==> src/rtl/systolic_feeder.sv <==
// Skewed feeder for a 4x4 systolic array: holds matrices A and B in register banks
// and streams them diagonally onto a_out/b_out, followed by a zero drain.
module systolic_feeder #(
    parameter int DATA_WIDTH   = 8,
    parameter int DRAIN_CYCLES = 4
) (
    input  logic                    clk,
    input  logic                    rst_n,
    input  logic                    load_a_en,
    input  logic                    load_b_en,
    input  logic [1:0]              load_idx,
    input  logic [4*DATA_WIDTH-1:0] load_data,
    input  logic                    start,
    output logic                    busy,
    output logic                    done,
    output logic [4*DATA_WIDTH-1:0] a_out,
    output logic [4*DATA_WIDTH-1:0] b_out,
    output logic                    we_out
);

    // state | meaning
    // IDLE  | banks writable, waiting for start
    // FEED  | skewed slices 0..6 being driven (t holds the next slice index)
    // DRAIN | zero fill, drain_cnt counts down to terminal 0
    typedef enum logic [1:0] {IDLE, FEED, DRAIN} state_t;

    localparam int DW = DATA_WIDTH;

    state_t            state, state_nxt;
    logic [2:0]        t, t_nxt;
    logic [3:0]        drain_cnt, drain_cnt_nxt;
    logic              run_nxt, done_nxt, use_slice;
    logic [2:0]        slice_idx;
    logic [4*DW-1:0]   a_slice, b_slice;
    logic              load_ok;

    logic [DW-1:0] a_bank [4][4];   // a_bank[row][k]
    logic [DW-1:0] b_bank [4][4];   // b_bank[k][col]

    assign load_ok   = (state == IDLE) && !start;
    assign slice_idx = (state == IDLE) ? 3'd0 : t;

    always_comb begin : slice_mux
        int k;
        k       = 0;
        a_slice = '0;
        b_slice = '0;
        for (int r = 0; r < 4; r++) begin
            k = int'(slice_idx) - r;
            if (k >= 0 && k <= 3) begin
                a_slice[r*DW +: DW] = a_bank[r][k[1:0]];
                b_slice[r*DW +: DW] = b_bank[k[1:0]][r];
            end
        end
    end

    always_comb begin
        state_nxt     = state;
        t_nxt         = t;
        drain_cnt_nxt = drain_cnt;
        run_nxt       = 1'b0;
        done_nxt      = 1'b0;
        use_slice     = 1'b0;
        case (state)
            IDLE: begin
                if (start) begin
                    state_nxt = FEED;
                    t_nxt     = 3'd1;
                    run_nxt   = 1'b1;
                    use_slice = 1'b1;
                end
            end
            FEED: begin
                run_nxt = 1'b1;
                if (t == 3'd7) begin
                    state_nxt     = DRAIN;
                    t_nxt         = 3'd0;
                    drain_cnt_nxt = 4'(DRAIN_CYCLES - 1);
                end else begin
                    use_slice = 1'b1;
                    t_nxt     = t + 3'd1;
                end
            end
            DRAIN: begin
                if (drain_cnt == 4'd0) begin
                    state_nxt = IDLE;
                    done_nxt  = 1'b1;
                end else begin
                    run_nxt       = 1'b1;
                    drain_cnt_nxt = drain_cnt - 4'd1;
                end
            end
            default: state_nxt = IDLE;
        endcase
    end

    always_ff @(posedge clk or negedge rst_n) begin
        if (!rst_n) begin
            state     <= IDLE;
            t         <= '0;
            drain_cnt <= '0;
        end else begin
            state     <= state_nxt;
            t         <= t_nxt;
            drain_cnt <= drain_cnt_nxt;
        end
    end

    always_ff @(posedge clk or negedge rst_n) begin
        if (!rst_n) begin
            a_out  <= '0;
            b_out  <= '0;
            we_out <= 1'b0;
            busy   <= 1'b0;
            done   <= 1'b0;
        end else begin
            a_out  <= use_slice ? a_slice : '0;
            b_out  <= use_slice ? b_slice : '0;
            we_out <= run_nxt;
            busy   <= run_nxt;
            done   <= done_nxt;
        end
    end

    // Loads are only honoured in IDLE, and a coincident start takes priority.
    always_ff @(posedge clk or negedge rst_n) begin
        if (!rst_n) begin
            for (int i = 0; i < 4; i++) begin
                for (int j = 0; j < 4; j++) begin
                    a_bank[i][j] <= '0;
                    b_bank[i][j] <= '0;
                end
            end
        end else if (load_ok) begin
            for (int k = 0; k < 4; k++) begin
                if (load_a_en) a_bank[load_idx][k] <= load_data[k*DW +: DW];
                if (load_b_en) b_bank[k][load_idx] <= load_data[k*DW +: DW];
            end
        end
    end

endmodule

==> config.mk <==
export PLATFORM = sky130hd
export DESIGN_NAME = systolic_feeder
export DESIGN_NICKNAME = d
export VERILOG_FILES = /design/src/rtl/systolic_feeder.sv
export SDC_FILE = /design/constraint.sdc
export NUM_CORES = 1
export LEC_CHECK = 0
export ABC_AREA = 1
export BUFFER_PORTS_ARGS = -buffer_cell sky130_fd_sc_hd__buf_4
export CORE_MARGIN = 3
export CORE_UTILIZATION = 60
export CTS_CLUSTER_DIAMETER = 150
export CTS_CLUSTER_SIZE = 40
export DETAILED_ROUTE_END_ITERATION = 8
export PLACE_DENSITY = 0.8
export SLEW_MARGIN = 20
export SYNTH_ARGS = -nofsm -noshare
export SYNTH_HDL_FRONTEND = slang
export SYNTH_SLANG_ARGS = --single-unit
==> constraint.sdc <==
create_clock -name clk -period 3.6 [get_ports clk]
set_input_delay 0.72 -clock clk [delete_from_list [all_inputs] [get_ports clk]]
set_output_delay 0.72 -clock clk [all_outputs]
set_load 0.01 [all_outputs]
==> results_dict.tcl <==
set metrics [dict create \
    cts-hold-fix-buffers 0 \
    route.detailed.wl_per_inst_um 18.8 \
    post_synth_inst_count 1630 \
    grt_antenna_before_repair 2 \
    hpwl_um 24200 \
    dr.first_iter.drc_count 1228 \
    coreArea_um2 22800 \
    power.leakage_uw 0.00774 \
    hold_slack_ns 0.231 \
    grt-busiest-layer "met2" \
    crit_path_max_fanout 17 \
    synth.net_count 1675 \
    syn_avg_cell_area_um2 8.57 \
    worst_ep_arrival_time_ns 2.99 \
    dieHeight_um 159 \
    regToRegSetupSlack_ns 1.02 \
    synth_seq_cells 331 \
    worst_ir_drop_vdd_v 0.000727 \
    critPathRequiredTime_ns 4.01 \
    cts.repair_timing.setup_buffer_count 0 \
    post_synth_instance_area_um2 14000 \
    port_buffers 105 \
    period_minus_slack_ns 2.58 \
    initial_core_util_pct 61.3 \
    worst_r2r_endpoint "a_out[28]$_DFF_PN0_" \
    max_cap_viol_count 0 \
    clock-skew-final_ns 0.0424 \
    setup_viol 0 \
    met2_grt_util_pct 46.7 \
    run_status "complete, no violations" \
    use_met3_pct 7.72 \
    totalPowerFinal_uw 13400 \
    viasPerCell 5.63 \
    max-clock-path-buffers 3 \
    fin_setup_tns_ns 0 \
    finalCritPeriodShare_pct 71.6 \
    remaining_drc_errors 0 \
    syn_warnings 0 \
    power_density_nw_per_um2 874 \
    finalWirelength_um 37600 \
    biggest_area_contributors_in_the_synthesized_netlist "dfrtp_1 59%, nand2_1 13%, o21ai_0 6.8%" \
    timing.reg2reg.worst_path_depth 6 \
    globalplace.congestion 0.848 \
    cts.reportedPaths.clkPinSlew_ns 0.14 \
    drt_antenna_net_count 0 \
    worst-setup-path-type "reg -> reg" \
    layout.cells.most_common_list "483 x nand2_1, 331 x dfrtp_1, 189 x o21ai_0" \
    hold_viol 0 \
    cts-buffers-inserted 12 \
    holdCritPathClass "in -> async" \
    num_vias 11300 \
    floorplan.rows 55 \
    critical_path.endpoint_type "flop" \
    timing.rr.start "state[0]$_DFFE_PN0P_" \
    fmax_mhz 388 \
    die-area_um2 25100 \
    tritoncts_clock_tree "built" \
    synth.yosys.seq_area_share_pct 59.3 \
    cts_htree_levels 1 \
    synthDistinctLibCells 27 \
    grt_pass1_vias 10600 \
    cts-resized-gates 0 \
    slew_headroom_pct 31.0 \
    clkSinkCount 331 \
    final_common_cell "nand2_1" \
    grt_overflow_total 0 \
    gr-usage-all-layers_pct 30.4 \
    wire_length_of_the_first_global_routing_pass_um 58400 \
    synth_top_area_share_pct 59.3 \
    worst_pin_slew_ns 1.03 \
    top_level_ports 106 \
    grt_setup_unrepaired "false" \
    x_dimension_of_the_die_um 159 \
    filler_cells 1849 \
    cp-start-kind "flop" \
    nNetsFinal 1731 \
    worstSkewPairLatency_ns 0.52 \
    met1_usage_pct 41.2 \
    flow.area_growth_from_synthesis_pct 9.93 \
    cts_root_buf "clkbuf_16" \
    fraction_of_layout_instances_using_a_drive_strength_above_1_pct 10.6 \
    detailedRoute.firstPassIterationCount 6 \
    maxSlewViolCount 0 \
    synthDominantAreaCellType "dfrtp_1" \
    maximum_number_of_pins_on_one_net_before_global_route_repair 108 \
]
-- sequential cells by signal (all words and copies together) (netlist names) --
| register | cells |
|---|---|
| t | 3 |
| we_out | 1 |
| drain_cnt | 4 |
| a_out | 32 |
| b_bank | 128 |
| state | 2 |
| b_out | 32 |
| a_bank | 128 |
| done | 1 |
-- logic make-up (layout without fill, tap and decap cells) --
family | after synthesis | count (layout) | synth area share [%]
simple gates | 759 | 759 | 22.1
flops | 331 | 331 | 59.3
compound gates | 314 | 314 | 11.6
buf+inv | 219 | 275 | 6.37
fa+ha+maj | 6 | 6 | 0.537
xor+xnor | 1 | 1 | 0.0627
other cells | 0 | 1 | 0
-- metal layers --
metal | up-vias | part of all wire (%)
met3 | 120 | 9.6
li1 | 5253 | -
met4 | 4 | 5.0
met1 | 5338 | 39
met2 | 546 | 46
met5 | - | 0.058
-- area by class of cell --
| type | count | area (um^2) | share of cell area, % |
|---|---|---|---|
| flip-flops and latches | 331 | 8280 | 53.9 |
| multi-input cells | 1080 | 4810 | 31.3 |
| repair buffers | 130 | 1020 | 6.67 |
| inverters | 131 | 492 | 3.20 |
| well taps | 313 | 392 | 2.55 |
| clock buffers | 13 | 325 | 2.12 |
| clock inverters | 1 | 30.0 | 0.196 |
| diodes | 1 | 2.50 | 0.0163 |
-- worst max-delay path: stages, from the launching register on --
cell and delay [ns]:
dfrtp_1 0.48, inv_2 0.08, nand2_4 0.14, nand3_1 0.65, nand2_1 0.29, nand3_2 0.45, a21oi_1 0.38
-- where the power goes --
| group | leakage [uW] | switching, uW | internal [uW] | total (uW) |
|---|---|---|---|---|
| combinational | 0.00342 | 3690 | 1890 | 5590 |
| clock | 0.000172 | 1110 | 674 | 1780 |
| sequential | 0.00415 | 764 | 5290 | 6050 |
| total | 0.00774 | 5570 | 7860 | 13400 |
-- through the flow --
step	util [%]	setup WS, ns	instance area (um^2)	instances
after floorplan	-	1.35	14000	1630
after global placement	65.8	1.20	15000	1985
after detailed placement	65.8	1.16	15000	1985
after CTS	67.4	1.09	15300	1999
after global routing	67.4	0.928	15400	1999
final	67.4	1.02	15400	2000
-- cell usage after synthesis (all sizes together) --
library cell,n
a22o,1
o21ai,197
a32o,1
dfrtp,331
nand2,489
clkbuf,40
nor2,160
nor3,4
inv,131
a21oi,114
o211ai,1
xor2,1
ha,6
nand3b,1
buf,48
nand3,105
-- how the worst max path moves through the flow --
stage	endpoint	slack (ns)	start
after detailed placement	a_out[25]$_DFF_PN0_	1.16	state[0]$_DFFE_PN0P_
after CTS	a_out[25]$_DFF_PN0_	1.09	state[0]$_DFFE_PN0P_
after global placement	a_out[26]$_DFF_PN0_	1.20	state[0]$_DFFE_PN0P_
after global routing	a_out[25]$_DFF_PN0_	0.93	state[0]$_DFFE_PN0P_
final	a_out[28]$_DFF_PN0_	1.02	state[0]$_DFFE_PN0P_
after floorplan	a_out[10]$_DFF_PN0_	1.35	state[0]$_DFFE_PN0P_
No activity file was read; power rests on OpenSTA's default activity.
